File: src/rtl/mem_bus_defs.svh
// mem_bus_defs: default widths and FSM state encodings for the memory bus unit
`ifndef MEM_BUS_DEFS_SVH
`define MEM_BUS_DEFS_SVH
`define MB_DWIDTH 8
`define MB_AWIDTH 8
`define MB_TIMEOUT 15
`define MB_ST_IDLE 2'd0
`define MB_ST_REQ 2'd1
`define MB_ST_DONE 2'd2
`endif

File: src/rtl/mem_bus_undefs.svh
// mem_bus_undefs: retracts every macro from mem_bus_defs so they stay local to their user
`undef MEM_BUS_DEFS_SVH
`undef MB_DWIDTH
`undef MB_AWIDTH
`undef MB_TIMEOUT
`undef MB_ST_IDLE
`undef MB_ST_REQ
`undef MB_ST_DONE

File: src/rtl/mem_bus_unit_pkg.sv
// mem_bus_unit_pkg: shared default widths and FSM state type for the memory bus unit
package mem_bus_unit_pkg;
`include "mem_bus_defs.svh"
  localparam int DEF_DWIDTH = `MB_DWIDTH;
  localparam int DEF_AWIDTH = `MB_AWIDTH;
  localparam int DEF_TIMEOUT = `MB_TIMEOUT;
  typedef enum logic [1:0] {IDLE = `MB_ST_IDLE, REQ = `MB_ST_REQ, DONE = `MB_ST_DONE} state_t;
`include "mem_bus_undefs.svh"
endpackage

File: src/rtl/mem_bus_unit_wait_counter.sv
// wait_counter: saturating ack-wait counter, done flags the edge on which it reaches TIMEOUT
module wait_counter #(
  parameter int TIMEOUT = 15
) (
  input  logic clk,
  input  logic res,
  input  logic clr,
  input  logic inc,
  output logic done
);
  localparam int CW = $clog2(TIMEOUT + 1);
  localparam logic [CW-1:0] LAST = CW'(TIMEOUT - 1);
  localparam logic [CW-1:0] MAX = CW'(TIMEOUT);
  logic [CW-1:0] cnt;
  always_ff @(posedge clk)
    cnt <= (!res || clr) ? '0 : (inc && cnt != MAX) ? cnt + CW'(1) : cnt;
  assign done = inc && cnt == LAST;
endmodule

File: src/rtl/mem_bus_unit.sv
// mem_bus_unit: single-transfer external bus master that stalls the sequencer until ack or timeout
module mem_bus_unit
  import mem_bus_unit_pkg::*;
#(
  parameter int DWIDTH = DEF_DWIDTH,
  parameter int AWIDTH = DEF_AWIDTH,
  parameter int TIMEOUT = DEF_TIMEOUT
) (
  input  logic              clk,
  input  logic              res,
  input  logic              mem_rd,
  input  logic              mem_wr,
  input  logic [AWIDTH-1:0] addr,
  input  logic [DWIDTH-1:0] wdata,
  output logic              stall,
  output logic [DWIDTH-1:0] rd_data,
  output logic              rd_valid,
  output logic              bus_req,
  output logic              bus_we,
  output logic [AWIDTH-1:0] bus_addr,
  output logic [DWIDTH-1:0] bus_wdata,
  input  logic [DWIDTH-1:0] bus_rdata,
  input  logic              bus_ack,
  output logic              bus_err,
  input  logic              err_clr
);
  state_t state;
  logic req, done;
  assign req = mem_rd || mem_wr;
  assign stall = res && (state == REQ || (state == IDLE && req));
  wait_counter #(.TIMEOUT(TIMEOUT)) u_wait (
    .clk (clk),
    .res (res),
    .clr (state == IDLE && req),
    .inc (state == REQ && !bus_ack),
    .done(done)
  );
  always_ff @(posedge clk) begin
    if (!res) begin
      state <= IDLE;
      bus_req <= 1'b0;
      bus_we <= 1'b0;
      bus_addr <= '0;
      bus_wdata <= '0;
      rd_data <= '0;
      rd_valid <= 1'b0;
      bus_err <= 1'b0;
    end else begin
      rd_valid <= 1'b0;
      if (err_clr) bus_err <= 1'b0;
      if (state == IDLE) begin
        if (req) begin
          state <= REQ;
          bus_req <= 1'b1;
          bus_we <= mem_wr;
          bus_addr <= addr;
          bus_wdata <= wdata;
        end
      end else if (state == REQ) begin
        if (bus_ack) begin
          state <= DONE;
          bus_req <= 1'b0;
          bus_we <= 1'b0;
          if (!bus_we) begin
            rd_data <= bus_rdata;
            rd_valid <= 1'b1;
          end
        end else if (done) begin
          state <= DONE;
          bus_req <= 1'b0;
          bus_we <= 1'b0;
          bus_err <= 1'b1;
        end
      end else begin
        state <= IDLE;
      end
    end
  end
endmodule

File: config.mk
export PLATFORM = sky130hd
export DESIGN_NAME = mem_bus_unit
export DESIGN_NICKNAME = d
export VERILOG_FILES = /design/src/rtl/mem_bus_unit_pkg.sv /design/src/rtl/mem_bus_unit_wait_counter.sv /design/src/rtl/mem_bus_unit.sv
export VERILOG_INCLUDE_DIRS = /design/src /design/src/rtl
export SDC_FILE = /design/constraint.sdc
export NUM_CORES = 1
export LEC_CHECK = 0
export ABC_CLOCK_PERIOD_IN_PS = 1900
export CORE_UTILIZATION = 44
export CTS_BUF_LIST = sky130_fd_sc_hd__clkbuf_2 sky130_fd_sc_hd__clkbuf_4 sky130_fd_sc_hd__clkbuf_8
export DETAILED_ROUTE_END_ITERATION = 8
export GPL_ROUTABILITY_DRIVEN = 0
export PLACE_DENSITY = 0.84
export SLEW_MARGIN = 20
export SYNTH_ARGS = -nofsm -noshare
export SYNTH_HDL_FRONTEND = slang
export SYNTH_SLANG_ARGS = --single-unit
File: constraint.sdc
create_clock -name clk -period 1.9 [get_ports clk]
set_input_delay 0.38 -clock clk [delete_from_list [all_inputs] [get_ports clk]]
set_output_delay 0.38 -clock clk [all_outputs]
set_load 0.01 [all_outputs]
==> run_results.csv, run 1 <==
group,metric,value,unit
run_status,status,"complete, no violations",
global_routing,grt.overflow.total,0,
pwr,p_leak,0.000820,uW
worst_setup_path,critPathTopFamily,"simple AND/OR/NAND/NOR gates",
clock_tree,ctsRootBufferMaster,"clkbuf_4",
worst_setup_path,startpoint_type,"flip-flop",
worst_setup_path,path_class,"flip-flop to primary output",
clock_tree,cts_inserted_buffers,5,
global_routing,grt_pass1_wl,5660,microns
timing,skew,0.00381,ns
global_routing,grt_use_met2,39.4,%
run,cap_violations,0,
routing,vias,1346,
global_routing,grtUsageMet3,6.59,%
routing,dr.pass1.iters,4,
synth,seq_area_frac_synth,48.2,%
worst_setup_path,crit_arrival,1.38,ns
min_path,hold_class,"flip-flop to flip-flop",
timing,min_period,1.76,ns
routing,wl_per_cell,13.7,microns
pwr,vdd_drop_max,469,uV
worst_setup_path,cp_cell_sequence,"or2_1 > nor2_2 > o21a_1 > clkbuf_2",
die,start_util,46.3,%
global_routing,antenna_found_initial,0,
global_routing,top_usage_layer,"met2",
synth,synth-edff-count,0,
worst_setup_path,end_kind,"primary output",
final_layout,instances_no_fill,263,
synth,synthArstFlopShare,0,%
final_layout,finish.instance_area,2190,sq um
timing,finalHoldViolations,0,
placed_design,portBuffers,58,
clock_tree,path_clk_slew,0.10,ns
clock_tree,htree_levels,2,
synth,yosysTopAreaCellShare,48.2,%
routing,via_per_inst,5.12,
global_routing,first_global_vias,1307,
final_layout,drive_gt1_share,11.9,%
synth,syn_area_per_cell,9.36,sq um
pwr,switching_share,26.0,%
clock_tree,worst_skew_pair.late_latency,0.35,ns
final_layout,seq_area,681,sq um
final_layout,fin_nets,250,
worst_setup_path,cp_slowest_stage_delay,0.33,ns
pwr,p_int,1220,uW
die,io_pins,59,
routing,drt_first_iter_violations,51,
die,die_h,58.7,microns
timing,rsz0062_at_grt,"false",
clock_tree,clockBufferDepth,2,
worst_setup_path,crit_required,1.52,ns
synth,syn_area,1410,sq um
placed_design,dpl-instance-area,2080,sq um
placed_design,dpl.hpwl,2580,microns
worst_setup_path,worst-path-buf-inv,1,
synth,yosys.area.top_type,"dfxtp_1",
pwr,p_sw,426,uW
synth,synth_nets,183,
clock_tree,tritoncts,"yes",
pwr,seqPwrFrac,47.6,%
timing,fin_setup_tns,0,ns
synth,ys_top_cells_by_count,"dfxtp_1, nand3_1, o21ai_1",
synth,yosys_register_bits,34,
global_routing,globalRouteMet1Util,23.5,%
routing,ant_nets,0,
pwr,p_per_area,751,nW/um^2
die,die_area,3440,sq um
worst_setup_path,cpMaxStageDelayCell,"dfxtp_1",
die,num_rows,20,
final_layout,nFillCells,248,
timing,final_max_slew_viol_count,0,
clock_tree,cts_hold_buf,0,
routing,wl,3590,microns
timing,setup_viol,0,
synth,synth_top_cells_by_area,"dfxtp_1, a21boi_1, nand3_1",
synth,synthMostInstantiatedCell,"dfxtp_1",
synth,yosys_most_used_dff,"dfxtp_1",
synth,syn_inst,151,
timing,fmax,569,MHz
synth,yosysUniqueCellTypes,27,
routing,drc_errors,0,
global_routing,grt_usage,22.0,%
pwr,pwr-share-clk,30.6,%
pwr,combinationalPowerShare,21.8,%
timing,finalCritPeriodShare,92.5,%
pwr,finalPower,1640,uW
final_layout,area_delta_synth_final,54.7,%
synth,yosysWarningCount,0,
final_layout,multi_input_area,698,sq um
clock_tree,cts_sinks,34,
global_routing,grt_max_degree,33,
placed_design,dp.cells,252,
die,core,3050,sq um
worst_setup_path,path_max_fanout,2,
die,die_w,58.7,microns
timing,timing.slew.headroom,65.6,%
final_layout,num_antenna_cells,0,
timing,worst_slew_pin_slew,0.516,ns
final_layout,final_util,71.6,%
-- sequential cells by signal, summed over array words and instances, names as in the netlist, 2 cells and up --
register	flops
state	2
u_wait.cnt	4
rd_data	8
bus_wdata	8
bus_addr	8
-- logic make-up (layout without fill, tap and decap cells) --
group,Yosys count,after routing,share of synthesized area [%]
buffers and inverters,12,80,3.37
flip-flops,34,34,48.2
multiplexers,8,8,5.67
AND/OR/NAND/NOR,47,47,18.9
AO/OA/AOI/OAI,48,48,22.1
adder cells (fa/ha/maj),2,2,1.77
-- repair_timing --
item	4_1_cts	5_1_grt
setup endpoints to repair	1	1
setup buffers	1	2
resized for setup	3	3
gates cloned	0	0
pin swaps	2	1
-- area by class of cell --
type | count | area share, %
multi-input cells | 105 | 31.9
clock buffers | 8 | 3.61
well taps | 44 | 2.52
repair buffers | 70 | 30.5
flip-flops and latches | 34 | 31.1
inverters | 2 | 0.343
-- worst reg2reg max path, cell delays in order, from the launching register on --
cell     delay [ns]
dfxtp_1        0.33
buf_4          0.16
or3b_1         0.40
or4_1          0.49
a21oi_1        0.16
-- power groups by stage --
stage | clock network [uW] | registers [uW] | logic (uW)
after floorplan | 0 | 815 | 134
after global placement | 0 | 796 | 337
after detailed placement | 0 | 798 | 347
after CTS | 506 | 782 | 351
after global routing | 530 | 786 | 385
final | 503 | 782 | 357
-- metrics by stage --
step / hold slack, ns / setup slack [ns]
floorplan: 0.468 / 0.446
global placement: 0.465 / -0.251
detailed placement: 0.470 / -0.272
CTS: 0.484 / 0.0210
global route: 0.510 / 0.109
finish: 0.484 / 0.142
-- routing by layer --
layer / share of wire [%] / wire, microns
met5: 0 / 0
met2: 53 / 1910
met4: 1.9 / 70
met1: 41 / 1460
met3: 4.3 / 155
-- final timing paths --
| path | slack, ns | start | to | cells past startpoint |
|---|---|---|---|---|
| max | 0.14 | state[1] | stall | 4 |
| min | 0.48 | bus_wdata[5] | bus_wdata[5] | 2 |
| max reg2reg | 0.29 | state[1] | u_wait.cnt[3] | 4 |
| min reg2reg | 0.48 | bus_wdata[5] | bus_wdata[5] | 2 |
-- placed cells by master, fill, tap and decap left out, types with 2 or more instances in the layout --
master,instances
and3_1,3
o21ai_1,17
buf_4,12
dfxtp_1,34
inv_1,2
o21a_1,3
ha_1,2
clkbuf_8,3
a21oi_1,5
nand3_1,19
nor2_1,2
a21boi_1,16
nor2_2,2
clkbuf_4,5
nand2_1,3
mux2i_1,8
or2_1,2
a31o_1,2
clkdlybuf4s50_1,57
nor2b_1,10
(Power assumes the default switching activity.)
==> run 2: changes to the inputs <==
--- a/config.mk
+++ b/config.mk
@@ -7,6 +7,7 @@
 export NUM_CORES = 1
 export LEC_CHECK = 0
 export ABC_CLOCK_PERIOD_IN_PS = 1900
+export CORE_ASPECT_RATIO = 1.5
 export CORE_UTILIZATION = 44
 export CTS_BUF_LIST = sky130_fd_sc_hd__clkbuf_2 sky130_fd_sc_hd__clkbuf_4 sky130_fd_sc_hd__clkbuf_8
 export DETAILED_ROUTE_END_ITERATION = 8
==> run 2 against run 1 <==
Net effect:
- setup slack lost 0.060 ns
- count of clock-buffer cells in the layout decreased by 2
- non-clock buffer count shrank 3
- highest routed layer unchanged
==> run_results.csv, run 2 (synthesis results as in run 1) <==
group,metric,value,unit
routing,wl,3620,microns
worst_setup_path,end_kind,"primary output",
die,start_util,47.5,%
worst_setup_path,path_max_fanout,2,
final_layout,reg_top3,"bus_addr x8, bus_wdata x8, rd_data x8",
timing,skew,0.00440,ns
min_path,hold_class,"flip-flop to flip-flop",
timing,rsz0062_at_grt,"false",
final_layout,fin_nets,247,
global_routing,grt.overflow.total,0,
timing,min_period,1.82,ns
worst_setup_path,path_class,"input port to primary output",
routing,via_per_inst,5.28,
global_routing,grt_pass1_wl,5940,microns
timing,fmax,550,MHz
timing,finalCritPeriodShare,95.7,%
global_routing,top_usage_layer,"met2",
pwr,p_leak,0.000807,uW
timing,final_max_slew_viol_count,0,
die,die_w,48.3,microns
final_layout,area_delta_synth_final,54.0,%
placed_design,dpl.hpwl,2650,microns
final_layout,final_util,73.2,%
placed_design,pre_cts_ws,-0.225,ns
clock_tree,htree_levels,2,
die,die_h,71.4,microns
worst_setup_path,reg2reg_depth,4,
global_routing,grtUsageMet3,10.6,%
worst_setup_path,crit_arrival,1.44,ns
clock_tree,clockBufferDepth,2,
worst_setup_path,crit_required,1.52,ns
timing,fin_setup_tns,0,ns
global_routing,globalRouteMet1Util,24.6,%
timing,timing.slew.headroom,66.2,%
timing,setup_ws,0.0825,ns
final_layout,nFillCells,224,
worst_setup_path,startpoint_type,"input port",
worst_setup_path,reg2reg_to,"u_wait.cnt[3]",
min_path,hp-start,"bus_addr[0]",
die,die_area,3450,sq um
routing,wl_per_cell,14.2,microns
clock_tree,path_clk_slew,0.06,ns
pwr,p_per_area,772,nW/um^2
placed_design,portBuffers,58,
die,num_rows,24,
final_layout,final_common_cell,"clkdlybuf4s50_1",
global_routing,grt_use_met2,41.2,%
global_routing,grt_usage,24.5,%
clock_tree,tritoncts,"yes",
clock_tree,cts_inserted_buffers,5,
clock_tree,cts_sinks,34,
global_routing,antenna_found_initial,0,
worst_setup_path,regToRegSetupSlack,0.35,ns
final_layout,seq_area,681,sq um
final_layout,layout_common_cells,"clkdlybuf4s50_1, dfxtp_1, nand3_1, o21ai_1, a21boi_1",
final_layout,multi_input_area,696,sq um
pwr,finalPower,1680,uW
die,core,2970,sq um
final_layout,drive_gt1_share,9.72,%
global_routing,grt_max_degree,33,
routing,drc_errors,0,
routing,ant_nets,0,
timing,worst_slew_pin_slew,0.507,ns
clock_tree,worst_skew_pair.late_latency,0.29,ns
final_layout,num_antenna_cells,0,
pwr,vdd_drop_max,688,uV
routing,drt_first_iter_violations,16,
worst_setup_path,r2r-start,"state[1]",
timing,setup_viol,0,
routing,dr.pass1.iters,4,
clock_tree,ctsRootBufferMaster,"clkbuf_8",
die,io_pins,59,
routing,vias,1347,
clock_tree,post_cts.repair.setup_buffers,0,
run,cap_violations,0,
timing,finalHoldViolations,0,
min_path,whs_path_depth,2,
run_status,status,"complete, no violations",
global_routing,first_global_vias,1372,
min_path,hold_end,"bus_addr[0]",
clock_tree,cts_hold_buf,0,
[run 2: critical path: stages]
cell and delay (ns):
clkdlybuf4s50_1 0.44, nor2_2 0.16, nor2_2 0.06, o21a_1 0.18, clkdlybuf4s15_1 0.22
[run 2: metrics by stage]
stage / hold WS, ns / cells / instance area, sq um
floorplan: 0.468 / 151 / 1410
global placement: 0.464 / 247 / 2080
detailed placement: 0.469 / 247 / 2080
CTS: 0.478 / 255 / 2170
global route: 0.520 / 255 / 2180
finish: 0.476 / 255 / 2180
[run 2: worst max path at each step]
stage                       end  slack [ns]     start  depth (start not counted)
final                     stall        0.08    mem_rd                          5
after global routing      stall       0.009    mem_rd                          5
after CTS                 stall        0.01    mem_wr                          5
after detailed placement  stall       -0.23    mem_wr                          5
after global placement    stall       -0.22    mem_wr                          5
after floorplan           stall        0.45  state[1]                          4
[run 2: layout make-up]
cell class,instances,share of cell area (%)
tap,39,2.24
inverter,2,0.345
clock inverter,2,0.575
sequential,34,31.3
clock buffer,6,3.80
timing repair buffer,67,29.8
multi-input combinational,105,32.0
[run 2: metal layers]
| metal | share of wire [%] | routed length, microns |
|---|---|---|
| met5 | 0 | 0 |
| met4 | 2.2 | 78 |
| met3 | 6.4 | 231 |
| met2 | 56 | 2020 |
| met1 | 36 | 1290 |
[run 2: timing repair]
| item | CTS | global route |
|---|---|---|
| gates resized for setup | 2 | 2 |
| setup endpoints to repair | 1 | 1 |
| pin swaps | 1 | 1 |
[run 2: power breakdown]
part	leakage, uW	total [uW]	switching [uW]	internal [uW]
Sequential	0.000279	784	25.9	758
Clock	0.0000472	550	259	291
Combinational	0.000481	345	147	198
==> run 3: changes to the inputs <==
--- a/config.mk
+++ b/config.mk
@@ -13,6 +13,7 @@
 export DETAILED_ROUTE_END_ITERATION = 8
 export GPL_ROUTABILITY_DRIVEN = 0
 export PLACE_DENSITY = 0.84
+export REMOVE_ABC_BUFFERS = 1
 export SLEW_MARGIN = 20
 export SYNTH_ARGS = -nofsm -noshare
 export SYNTH_HDL_FRONTEND = slang
==> run 3 against run 2 <==
Net effect:
- routed wire length rose by 5.5%
- die area did not move
- cell area rose by 1.7%
- via count rose by 2.4%
- register-to-register slack barely moved
- clock power rose by 17%
- combinational power rose by 2%
- sequential share of layout area fell by 0.53 points
- largest cell class unchanged
- hold slack improved by 0.0049 ns
- largest power group unchanged
- core utilization rose by 1.3 points
==> run_results.csv, run 3 (synthesis results as in run 1) <==
group,metric,value,unit
routing,drc_errors,0,
routing,wl_per_cell,14.8,microns
timing,skew,0.00505,ns
die,io_pins,59,
routing,drt_first_iter_violations,24,
final_layout,fin_nets,250,
worst_setup_path,cp_slowest_stage_delay,0.34,ns
worst_setup_path,end_kind,"primary output",
clock_tree,tritoncts,"yes",
routing,wl_met2,2100,microns
pwr,finalPower,1780,uW
clock_tree,post_cts.repair.setup_buffers,0,
timing,fmax,552,MHz
routing,via_per_inst,5.35,
timing,setup_viol,0,
worst_setup_path,crit_arrival,1.43,ns
die,die_w,48.3,microns
pwr,p_leak,0.000853,uW
die,num_rows,24,
die,start_util,47.5,%
timing,timing.slew.headroom,65.1,%
timing,fin_hold_ws,0.481,ns
final_layout,final_common_cell,"clkdlybuf4s50_1",
run_status,status,"complete, no violations",
timing,final_max_slew_viol_count,0,
placed_design,dpl.hpwl,2710,microns
pwr,vdd_drop_max,601,uV
timing,min_period,1.81,ns
clock_tree,ctsRootBufferMaster,"clkbuf_8",
placed_design,portBuffers,58,
worst_setup_path,path_class,"flip-flop to primary output",
pwr,p_per_area,804,nW/um^2
pwr,pwr-share-clk,36.2,%
routing,drt-met1-wl,1450,microns
global_routing,grt_pass1_wl,6140,microns
pwr,switching_share,24.4,%
clock_tree,cts_hold_buf,0,
final_layout,nFillCells,219,
routing,dr.pass1.iters,4,
timing,finalCritPeriodShare,95.3,%
timing,rsz0062_at_grt,"false",
clock_tree,cts_sinks,34,
final_layout,area_delta_synth_final,56.7,%
routing,wl,3830,microns
pwr,combinationalPowerShare,19.8,%
final_layout,reg_top3,"bus_addr x8, bus_wdata x8, rd_data x8",
worst_setup_path,crit_required,1.52,ns
final_layout,num_antenna_cells,0,
routing,top_layer_used,"met4",
clock_tree,cts_inserted_buffers,5,
routing,vias,1380,
clock_tree,worst_skew_pair.late_latency,0.28,ns
die,die_area,3450,sq um
run,cap_violations,0,
clock_tree,clockBufferDepth,2,
final_layout,drive_gt1_share,10.5,%
pwr,seqPwrFrac,44.0,%
routing,met3_length,225,microns
die,die_h,71.4,microns
final_layout,layout_common_cells,"clkdlybuf4s50_1, dfxtp_1, nand3_1, o21ai_1, a21boi_1",
global_routing,first_global_vias,1359,
worst_setup_path,cpMaxStageDelayCell,"dfxtp_1",
timing,worst_slew_pin_slew,0.524,ns
min_path,hold_class,"flip-flop to flip-flop",
routing,ant_nets,0,
worst_setup_path,path_max_fanout,6,
timing,finalHoldViolations,0,
global_routing,grt_max_degree,33,
clock_tree,path_clk_slew,0.07,ns
worst_setup_path,cp_cell_sequence,"or2_1 > nor2_1 > o21a_1 > dlygate4sd2_1",
clock_tree,htree_levels,2,
die,core,2970,sq um
final_layout,final_util,74.5,%
worst_setup_path,startpoint_type,"flip-flop",
global_routing,grt.overflow.total,0,
global_routing,antenna_found_initial,0,
pwr,p_sw,434,uW
pwr,p_int,1350,uW
global_routing,grt_usage,24.7,%
run 3: stage by stage:
stage | setup slack, ns | std cells | setup TNS (ns) | instance area, sq um
6_report | 0.0897 | 258 | 0 | 2210
3_5_place_dp | -0.264 | 250 | -0.264 | 2100
2_1_floorplan | -0.186 | 141 | -1.53 | 1370
4_1_cts | 0.00112 | 258 | 0 | 2210
5_1_grt | 0.0289 | 258 | 0 | 2210
3_3_place_gp | -0.218 | 250 | -0.218 | 2100
run 3: final timing paths:
path                   endpoint  cells past startpoint   startpoint  slack, ns
hold reg to reg     bus_addr[4]                      2  bus_addr[4]       0.48
hold / removal      bus_addr[4]                      2  bus_addr[4]       0.48
setup reg to reg  u_wait.cnt[3]                      5     state[1]       0.36
setup / recovery          stall                      4     state[0]       0.09
run 3: power groups by stage:
stage | sequential (uW) | combinational [uW] | clock (uW)
final | 784 | 352 | 643
after detailed placement | 799 | 352 | 0
after floorplan | 815 | 122 | 0
after CTS | 783 | 354 | 655
after global placement | 798 | 340 | 0
after global routing | 788 | 381 | 688
run 3: timing repair:
item | in CTS | in global routing
endpoints found under the setup margin | 1 | 1
gates cloned | 0 | 0
resized for setup | 2 | 2
pin swaps | 0 | 1
run 3: layout make-up:
type                            count  area (sq um)  area share, %
Clock inverter                      3          40.0           1.81
Inverter                            2          7.51          0.339
Sequential cell                    34           681           30.8
Multi-Input combinational cell    105           693           31.3
Clock buffer                        5          68.8           3.11
Tap cell                           39          48.8           2.20
Timing Repair Buffer               70           674           30.5
run 3: critical path: cells and delay by family, from the launching register on:
kind | cells | cell delay [ns]
AO/OA/AOI/OAI | 1 | 0.16
flip-flops | 1 | 0.34
AND/OR/NAND/NOR | 2 | 0.38
buffers and inverters | 1 | 0.27
run 3: metal layers:
metal / vias to the layer above / global-route usage [%]
met2: 56 / 41.8
met5: - / 0
met3: 6 / 7.81
li1: 676 / -
met1: 642 / 28.0
met4: 0 / 7.41
